--- src/rtl/safe_vault_ctrl.sv ---
// Timed passcode vault: a countdown request opens an entry window; a good code unlocks, bad codes or timeout alarm.
// Latency: outputs are register-decoded, one clk after the sampled event; match is combinational.
// Backpressure: none; request strobes are edge-detected levels and are ignored in states that do not use them.
module safe_vault_ctrl #(
    parameter int                CODE_W     = 16,
    parameter logic [CODE_W-1:0] CODE       = 16'hE469,
    parameter int                TICK_DIV   = 50000000,
    parameter int                WINDOW_SEC = 6,
    parameter int                OPEN_SEC   = 5,
    parameter int                MAX_TRIES  = 3,
    parameter int                SEC_W      = 3
) (
    input  logic              clk,
    input  logic              reset,
    input  logic [CODE_W-1:0] passcode,
    input  logic              ct_dn,
    input  logic              enter_psw,
    input  logic              alarm_clr,
    output logic              alarm,
    output logic              unlock,
    output logic              start,
    output logic [SEC_W-1:0]  sec,
    output logic [3:0]        tries_left,
    output logic              match
);

    localparam int                 PRESC_W    = (TICK_DIV > 1) ? $clog2(TICK_DIV) : 1;
    localparam logic [PRESC_W-1:0] PRESC_LAST = PRESC_W'(TICK_DIV - 1);
    localparam logic [SEC_W-1:0]   WIN_LAST   = SEC_W'(WINDOW_SEC - 1);
    localparam logic [SEC_W-1:0]   OPEN_LAST  = SEC_W'(OPEN_SEC - 1);
    localparam logic [SEC_W-1:0]   SEC_MAX    = '1;
    localparam logic [3:0]         TRIES_INIT = 4'(MAX_TRIES);

    typedef enum logic [2:0] {
        ST_IDLE   = 3'd0,
        ST_WINDOW = 3'd1,
        ST_OPEN   = 3'd2,
        ST_ALARM  = 3'd3
    } state_t;

    state_t             state, state_n;
    logic [PRESC_W-1:0] presc, presc_n;
    logic [SEC_W-1:0]   sec_cnt, sec_n;
    logic [3:0]         tries, tries_n;
    logic               ct_dn_q, enter_q, clr_q;
    logic               ev_ct_dn, ev_enter, ev_clr;
    logic               timed, tick;

    assign match    = (passcode == CODE);
    assign ev_ct_dn = ct_dn & ~ct_dn_q;
    assign ev_enter = enter_psw & ~enter_q;
    assign ev_clr   = alarm_clr & ~clr_q;

    assign timed = (state == ST_WINDOW) || (state == ST_OPEN);
    assign tick  = timed && (presc == PRESC_LAST);

    always_ff @(posedge clk) begin
        if (!reset) begin
            state   <= ST_IDLE;
            presc   <= '0;
            sec_cnt <= '0;
            tries   <= TRIES_INIT;
            ct_dn_q <= 1'b0;
            enter_q <= 1'b0;
            clr_q   <= 1'b0;
        end else begin
            state   <= state_n;
            presc   <= presc_n;
            sec_cnt <= sec_n;
            tries   <= tries_n;
            ct_dn_q <= ct_dn;
            enter_q <= enter_psw;
            clr_q   <= alarm_clr;
        end
    end

    always_comb begin
        state_n = state;
        presc_n = '0;
        sec_n   = sec_cnt;
        tries_n = tries;

        case (state)
            ST_IDLE: begin
                if (ev_ct_dn) begin
                    state_n = ST_WINDOW;
                    tries_n = TRIES_INIT;
                end
            end

            ST_WINDOW: begin
                presc_n = tick ? '0 : presc + 1'b1;
                if (tick && (sec_cnt != SEC_MAX)) begin
                    sec_n = sec_cnt + 1'b1;
                end
                if (ev_enter && match) begin
                    state_n = ST_OPEN;
                end else begin
                    if (ev_enter) begin
                        if (tries <= 4'd1) begin
                            tries_n = 4'd0;
                            state_n = ST_ALARM;
                        end else begin
                            tries_n = tries - 4'd1;
                        end
                    end
                    // A non-final wrong try does not mask a timeout in the same cycle.
                    if ((state_n == ST_WINDOW) && tick && (sec_cnt == WIN_LAST)) begin
                        state_n = ST_ALARM;
                    end
                end
            end

            ST_OPEN: begin
                presc_n = tick ? '0 : presc + 1'b1;
                if (tick && (sec_cnt != SEC_MAX)) begin
                    sec_n = sec_cnt + 1'b1;
                end
                if (tick && (sec_cnt == OPEN_LAST)) begin
                    state_n = ST_IDLE;
                end
            end

            ST_ALARM: begin
                if (ev_clr && match) begin
                    state_n = ST_IDLE;
                    tries_n = TRIES_INIT;
                end
            end

            default: begin
                state_n = ST_IDLE;
                tries_n = TRIES_INIT;
            end
        endcase

        // Every state entry restarts the time base.
        if (state_n != state) begin
            presc_n = '0;
            sec_n   = '0;
        end
    end

    assign alarm      = (state == ST_ALARM);
    assign unlock     = (state == ST_OPEN);
    assign start      = (state == ST_WINDOW);
    assign sec        = timed ? sec_cnt : '0;
    assign tries_left = tries;

endmodule
--- config.mk ---
export PLATFORM = sky130hd
export DESIGN_NAME = safe_vault_ctrl
export DESIGN_NICKNAME = d
export VERILOG_FILES = /design/src/rtl/safe_vault_ctrl.sv
export SDC_FILE = /design/constraint.sdc
export NUM_CORES = 1
export LEC_CHECK = 0
export BUFFER_PORTS_ARGS = -buffer_cell sky130_fd_sc_hd__buf_4
export CAP_MARGIN = 20
export CORE_MARGIN = 3
export CORE_UTILIZATION = 35
export CTS_CLUSTER_SIZE = 10
export DETAILED_ROUTE_END_ITERATION = 12
export PLACE_DENSITY_LB_ADDON = 0.12
export SLEW_MARGIN = 20
export SYNTH_ARGS = -nofsm -noshare
export SYNTH_HDL_FRONTEND = slang
export SYNTH_SLANG_ARGS = --single-unit
export TNS_END_PERCENT = 50
--- constraint.sdc ---
create_clock -name clk -period 3.3 [get_ports clk]
set_clock_uncertainty 0.1 [all_clocks]
set_input_delay 0.495 -clock clk [delete_from_list [all_inputs] [get_ports clk]]
set_output_delay 0.495 -clock clk [all_outputs]
set_load 0.05 [all_outputs]
# After elaboration in Yosys (flattened, before gate mapping)
# Cells that the tools add are included.
[word_totals] ff_bits=39 in_bits=21 output_inout_bits=11 wordCells=65
[classes] addsub=3 n_lt_le_gt_ge=1 eq_ne=14 mux=17 bitwise=9 reduce_logical=14
[ops] cell="2-to-1 mux 3 bit" count=10
[ops] cell="adder 26 x 1 -> 26 bit (second input constant)" count=1
[ops] cell="equality test 26 bit (second input constant)" count=1
[ops] cell="2-to-1 mux 4 bit" count=5
[ops] cell="equality test 16 bit (second input constant)" count=1
[ops] cell="case mux 4 bit (4 select lines)" count=1
[ops] cell="case mux 3 bit (4 select lines)" count=1
[ops] cell="logical AND 1 bit" count=7
[ops] cell="equality test 3 x 1 -> 1 bit (second input constant)" count=2
[ops] cell="equality test 3 x 2 -> 1 bit (second input constant)" count=2
[ops] cell="equality test 3 bit (second input constant)" count=2
[ops] cell="inverter 1 bit" count=6
[ops] cell="AND reduction 5 bit" count=1
[ops] cell="<= comparator 4 x 1 -> 1 bit (second input constant)" count=1
[ops] cell="inequality test 2 x 1 -> 1 bit (second input constant)" count=2
[ops] cell="inequality test 2 bit (second input constant)" count=2
[ops] cell="OR reduction 2 bit" count=2
[ops] cell="OR reduction 4 bit" count=1
[ops] cell="subtractor 4 x 1 -> 4 bit (second input constant)" count=1
[ops] cell="adder 3 x 1 -> 3 bit (second input constant)" count=1
[ops] cell="AND 1 bit" count=3
[ops] cell="logical NOT 3 bit" count=1
[ops] cell="inequality test 3 bit" count=1
[ops] cell="inequality test 3 bit (second input constant)" count=1
[ops] cell="2 further kinds" count=2

# Logic depth before layout (Yosys ltp)
# Gate-level depths: netlist of the first run.
[depth] word_depth=13 mapped_depth=8 ltp_nobuf=7

# Least setup slack after synthesis of the first run
# Ideal clock, no wire load.
[synth_path] path_kind="input -> register" startpoint="in passcode[9]" endpoint="reg presc[10]" setup_time_ns=0.119 arrival_time_ns=2.613 required_ns=3.081 setup_slack_ns=0.469 stages=6 path_buffers=1 path_cell_list="or4b_4 -> nor4_4 -> a221oi_2 -> o21ai_4 -> buf_6 -> nor3_1"
[synth_between] elab_chain_len=6 elab_cells_between_ends=8 cone_classes="eq/ne: 2; mux: 3; reduce/logical: 3"
[synth_rtl] element="start, declared" line_no="15" rtl="input logic [CODE_W-1:0] passcode,"
[synth_rtl] element="equality test 16 bit (*)" line_no="49" rtl="assign match = (passcode == CODE);"
[synth_rtl] element="via match" line_no="24" rtl="output logic match"
[synth_rtl] element="logical AND 1 bit, on equally long branches" line_no="125, 96"
[synth_rtl] element="2-to-1 mux 3 bit, on equally long branches" line_no="125, 96"
[synth_rtl] element="case mux 3 bit (4 select lines) (*)" line_no="83" rtl="case (state)"
[synth_rtl] element="inequality test 3 bit (*)" line_no="138" rtl="if (state_n != state) begin"
[synth_rtl] element="OR reduction 4 bit (no source line) (*)"
[synth_rtl] element="end signal, assigned" line_no="68" rtl="presc <= presc_n;"
[synth_rtl] element="end, declared" line_no="42" rtl="logic [PRESC_W-1:0] presc, presc_n;"
# The timed path passes the listed nets; every way through them passes the cells marked *.
# A chain may end at the register's enable or synchronous reset.

# Worst setup path in the final report of the first run
[layout_path] startpoint="in passcode[9]" endpoint="out match"
[layout_between] elab_chain_len=1
[layout_rtl] element="equality test 16 bit" line_no="49"
[layout_rtl] element="end, declared" line_no="24"
# No other way between the ends.

==> impl_metrics.py, run 1 <==
metrics = {
    "outcome": {
        "outcome": "completed",
    },
    "setup_path": {
        "crit_path_start": "passcode[9]",
        "crit_path_end_kind": "output pin",
        "reg2reg_from": "presc[16]$_SDFF_PP0_",
        "cp_top_family": "simple AND/OR/NAND/NOR gates",
        "crit_buf_inv": 2,
        "path_class": "in2out",
        "cp-start-kind": "primary input",
        "slowest_delay_ns": 0.56,
        "cp_slowest_cell": "nor4_4",
        "crit_chain": "buf_4 > or4b_4 > nor4_4 > buf_4",
        "critPathMaxFanout": 8,
        "critPathMostFrequentCell": "buf_4",
        "crit_required_ns": 2.70,
        "arrival_ns": 2.00,
    },
    "global_route": {
        "grtUsageMet2": 0.203,
        "antenna_found_initial": 0,
        "grt-ovfl-total": 0,
        "grt_max_degree": 27,
        "use_met1": 0.206,
        "grt.busiest_layer": "met1",
        "grt_first_pass_wirelength_um": 8220,
        "gr-usage-all-layers": 0.140,
        "grt_pass1_vias": 1669,
        "gr-usage-met3": 0.0385,
    },
    "placement": {
        "dp_slack_ns": 0.615,
        "routabilityCongestion": 0.778,
        "dp_cells": 341,
        "portBuffers": 31,
        "dp_hpwl_um": 3420,
    },
    "route": {
        "drc": 0,
        "wirelength_um": 4700,
        "viasPerCell": 5.12,
        "drtAntennaViolNets": 0,
        "num_vias": 1788,
        "drt-initial-drc-count": 103,
        "firstDrtPassIters": 4,
        "route.detailed.wl_per_inst_um": 13.5,
    },
    "timing": {
        "rsz0062_at_grt": "false",
        "fmax_mhz": 386,
        "final_hold_viol_count": 0,
        "fin_crit_ns": 2.59,
        "worst_slack_ns": 0.707,
        "whs_ns": 0.323,
        "drv_slew": 0,
        "setup_viol": 0,
        "relSlewSlack": 0.515,
        "tightestPinTransition_ns": 0.720,
        "finalSetupTns_ns": 0,
        "fin_crit_sh": 0.786,
    },
    "cts": {
        "cts_tree": "built",
        "cts_buffers": 5,
        "cts_root_buffer": "clkbuf_8",
        "cts_max_level": 2,
        "clockBufferDepth": 2,
        "ctsResizeCount": 0,
        "path_clk_slew_ns": 0.08,
        "hold_buffers": 0,
        "clock-sinks": 39,
        "clk_latency_ns": 0.29,
        "cts_setup_buffers": 0,
    },
    "floorplan": {
        "fp-row-count": 27,
        "io_pins": 32,
        "die_area_um2": 7080,
        "die_h_um": 84.1,
        "start_util": 0.374,
        "core_area_um2": 5710,
        "die_w_um": 84.1,
    },
    "power_and_ir_drop": {
        "p_per_area_nw_per_um2": 340,
        "vdd_drop_max_mv": 0.156,
        "p_total_uw": 853,
        "p_leak_nw": 0.895,
    },
    "yosys": {
        "syn-instance-count": 245,
        "synthArstFlopShare": 0,
        "synthesis.area_um2": 2140,
        "ys_types": 44,
        "yosysSeqAreaShare": 0.366,
        "synth_area_per_cell_um2": 8.72,
        "synth_nets": 273,
        "synth_edf_count": 0,
        "yosys_most_used_dff": "dfxtp_1",
        "yosysWarnings": 0,
        "ys_seq_elements": 39,
    },
    "hold_path": {
        "hold_start": "enter_psw",
        "min_path_type": "in2reg",
    },
    "final_layout": {
        "syn2layout_area_growth_pct": 17.3,
        "fillerInstances": 597,
        "nets": 304,
        "n_antenna_cell": 0,
        "instances_no_fill": 349,
        "layout-drive-gt1-share": 0.188,
    },
    "job": {
        "drv_cap": 0,
    },
}
path summary, 6_finish.rpt:
check        cells after the start                 endpoint  slack (ns)
min                              2       enter_q$_SDFF_PN0_        0.32
min reg2reg                      1      presc[0]$_SDFF_PP0_        0.35
max                              4                    match        0.71
max reg2reg                      5  sec_cnt[2]$_SDFFE_PP0P_        0.73
layer usage:
layer / up-vias / routed length (µm)
li1: 942 / -
met1: 807 / 2480
met2: 33 / 2000
met3: 6 / 173
met4: 0 / 46
met5: - / 0
logic make-up after synthesis:
kind of cell,after synthesis,synth area share
and+or+nand+nor,126,0.347
DFF,39,0.366
buffers and inverters,20,0.0434
adders and majority gates,7,0.0410
muxes,5,0.0240
AOI/OAI and AO/OA,21,0.0703
other,1,0.00176
xor gates and xnor gates,26,0.107
cells in the mapped netlist, types with 5 or more instances:
library cell  number  area [µm²]
nand2_1           14        52.6
xnor2_1           16         140
o21ai_0            6        30.0
xor2_1            10        87.6
nor3_1            40         200
ha_1               7        87.6
nor2_1             9        33.8
nand4_1            9        56.3
and2_1             9        56.3
nand3_1            8        40.0
dfxtp_1           39         781
a21oi_1            6        30.0
inv_1             11        41.3
clkbuf_1           5        18.8
worst register-to-register path: stages (launching register included):
cell	delay, ns
dfxtp_1	0.37
or4_1	0.54
nor4_1	0.65
nand4_1	0.25
a221oi_2	0.43
nor3_1	0.11
flip-flops by register name, indices dropped and copies added (netlist names):
signal / flops
clr_q: 1
ct_dn_q: 1
enter_q: 1
presc: 26
sec_cnt: 3
state: 3
tries_left: 4
placed cells by master (no fill, tap or decap), types with 2 or more instances in the layout:
cell type / instances
and4_1: 4
clkbuf_8: 5
xnor2_1: 16
inv_1: 11
buf_4: 33
and2_1: 9
clkinv_2: 3
and3_1: 3
nand2b_1: 3
o21ai_0: 6
ha_1: 7
nor3_1: 40
xor2_1: 10
or3b_2: 3
nand2_1: 14
nand3_1: 8
or4bb_1: 2
a31oi_1: 2
nand4b_1: 2
nor3b_1: 3
nor2b_1: 3
mux2i_1: 4
or2_2: 2
nor4_1: 3
a21oi_1: 6
nand4_1: 9
or3_1: 2
a221oi_2: 2
nor2_1: 9
dfxtp_1: 39
through the flow:
stage                      util  cell area [µm²]
final                     0.439             2510
after global routing      0.439             2510
after CTS                 0.439             2510
after detailed placement  0.424             2420
after global placement    0.424             2420
after floorplan               -             2140
where the power goes:
part           total (mW)  switching [mW]  internal [mW]
Clock               0.316           0.172          0.145
Combinational      0.0578          0.0294         0.0284
Sequential          0.478         0.00489          0.474
Total               0.853           0.206          0.647
final cells by class:
| class | instances | area (µm²) | area share |
|---|---|---|---|
| multi-input combinational | 186 | 1260 | 0.504 |
| sequential | 39 | 781 | 0.312 |
| timing repair buffer | 33 | 248 | 0.0989 |
| tap | 72 | 90.1 | 0.0359 |
| clock buffer | 5 | 68.8 | 0.0275 |
| inverter | 11 | 41.3 | 0.0165 |
| clock inverter | 3 | 15.0 | 0.00599 |
Power figures use the tool's default switching activity.
==> run 2: changes to the inputs <==
==> constraint.sdc (replaced) <==
create_clock -name clk -period 2.1 [get_ports clk]
set_clock_uncertainty 0.1 [all_clocks]
set_input_delay 0.315 -clock clk [delete_from_list [all_inputs] [get_ports clk]]
set_output_delay 0.315 -clock clk [all_outputs]
set_load 0.05 [all_outputs]
==> impl_metrics.py, run 2 (synthesis results as in run 1) <==
metrics = {
    "setup_path": {
        "path_class": "reg2reg",
        "cp-start-kind": "flip-flop",
        "worstRegToRegCells": 6,
        "r2r-end": "sec_cnt[0]$_SDFFE_PP0P_",
        "arrival_ns": 2.18,
        "reg2reg_from": "presc[10]$_SDFF_PP0_",
        "rrSetupSlack_ns": -0.009,
        "crit_required_ns": 2.17,
        "critPathMaxFanout": 3,
        "crit_path_end_kind": "flip-flop",
    },
    "timing": {
        "rsz0062_at_grt": "true",
        "fin_crit_ns": 2.11,
        "fin_crit_sh": 1.00,
        "fmax_mhz": 474,
        "finalSetupTns_ns": -0.00868,
        "tightestPinTransition_ns": 0.538,
        "relSlewSlack": 0.640,
        "whs_ns": 0.136,
        "final_hold_viol_count": 0,
        "setup_viol": 1,
        "worst_slack_ns": -0.00868,
        "drv_slew": 0,
    },
    "final_layout": {
        "final_common_cell": "buf_4",
        "nets": 331,
        "finalCoreUtilization": 0.506,
        "n_antenna_cell": 0,
        "largest_register": "presc",
        "seq_area_um2": 786,
        "syn2layout_area_growth_pct": 35.1,
        "fillerInstances": 540,
        "largest_reg_flops": 26,
        "final_cell_mix": "buf_4 (53), nor3_1 (38), dfxtp_1 (35), xnor2_1 (15), nand2_1 (13)",
        "multiInputGateArea_um2": 1350,
        "layout-drive-gt1-share": 0.299,
    },
    "cts": {
        "cts_max_level": 2,
        "path_clk_slew_ns": 0.08,
        "clock-sinks": 39,
        "clockBufferDepth": 2,
        "cts_root_buffer": "clkbuf_8",
        "clk_latency_ns": 0.30,
        "hold_buffers": 0,
        "cts_tree": "built",
        "cts_buffers": 5,
    },
    "power_and_ir_drop": {
        "p_leak_nw": 1.09,
        "p_per_area_nw_per_um2": 478,
        "vdd_drop_max_mv": 0.259,
    },
    "job": {
        "drv_cap": 0,
    },
    "global_route": {
        "antenna_found_initial": 0,
        "grt_pass1_vias": 1742,
        "grt_max_degree": 27,
        "grt_first_pass_wirelength_um": 8090,
        "grt-ovfl-total": 0,
        "gr-usage-all-layers": 0.140,
    },
    "route": {
        "drtAntennaViolNets": 0,
        "num_vias": 1884,
        "firstDrtPassIters": 4,
        "drc": 0,
        "viasPerCell": 5.01,
        "drt-initial-drc-count": 72,
        "route.detailed.wl_per_inst_um": 13.9,
        "wirelength_um": 5240,
    },
    "hold_path": {
        "hold_start": "alarm_clr",
        "min_path_type": "in2reg",
        "hold_path_depth": 2,
        "hold_end": "clr_q$_SDFF_PN0_",
    },
    "placement": {
        "dp_hpwl_um": 3540,
        "dp_slack_ns": -0.165,
        "routabilityCongestion": 0.784,
        "portBuffers": 31,
    },
    "floorplan": {
        "fp-row-count": 27,
        "io_pins": 32,
        "die_h_um": 84.1,
        "die_area_um2": 7080,
        "die_w_um": 84.1,
        "core_area_um2": 5710,
        "start_util": 0.374,
    },
    "outcome": {
        "outcome": "finished with violations",
        "violations": "negative setup slack",
    },
}
[run 2: changes by cell type in the layout (fill, tap and decap cells not counted), sizes merged]
cell | previous run | this run
clkbuf | 5 | 10
buf | 33 | 57
clkinv | 3 | 1
[run 2: report_power, final]
group / leakage (nW) / switching [mW] / internal, mW
Sequential: 0.315 / 0.00419 / 0.744
Clock: 0.0422 / 0.272 / 0.234
Combinational: 0.729 / 0.0591 / 0.0659
Total: 1.09 / 0.335 / 1.04
[run 2: worst max-delay path, stage by stage (launching register included)]
cell	delay, ns
dfxtp_1	0.32
or4bb_4	0.55
nor4_4	0.24
buf_4	0.15
nand4_1	0.17
a221oi_4	0.37
nor3_1	0.09
[run 2: worst max-delay path by stage]
stage                     cells after the start                 start  slack [ns]                 endpoint
final                                         6  presc[10]$_SDFF_PP0_      -0.009  sec_cnt[0]$_SDFFE_PP0P_
after global placement                        6  presc[16]$_SDFF_PP0_       -0.12  sec_cnt[1]$_SDFFE_PP0P_
after detailed placement                      6  presc[16]$_SDFF_PP0_       -0.16  sec_cnt[2]$_SDFFE_PP0P_
after floorplan                               6           passcode[9]       -0.55     presc[10]$_SDFF_PP0_
after CTS                                     6  presc[25]$_SDFF_PP0_      -0.002  sec_cnt[2]$_SDFFE_PP0P_
after global routing                          7  presc[10]$_SDFF_PP0_       -0.13  sec_cnt[1]$_SDFFE_PP0P_
[run 2: final cells by class]
class	instances	area share
clock buffer	7	0.0264
clock inverter	1	0.00173
inverter	11	0.0143
multi-input combinational	186	0.469
sequential	39	0.272
tap	72	0.0312
timing repair buffer	60	0.186
[run 2: stage by stage]
step                cell area (µm²)  total power [mW]  instances
floorplan                      2140             0.819        245
global placement               2610             0.869        363
detailed placement             2610             0.869        363
CTS                            2730              1.37        371
global route                   2890              1.43        376
finish                         2890              1.38        376
[run 2: routing by layer]
metal	vias to the layer above	share of wire	track usage
met1	858	0.52	0.202
li1	992	-	-
met3	8	0.029	0.0296
met5	-	0	0
met2	26	0.44	0.204
met4	0	0.014	0.0482
[run 2: what timing repair did]
| action | CTS | global route |
|---|---|---|
| gates cloned | 0 | 4 |
| pin swaps | 6 | 5 |
| setup buffers | 0 | 1 |
| setup endpoints to repair | 30 | 33 |
| resized for setup | 6 | 16 |
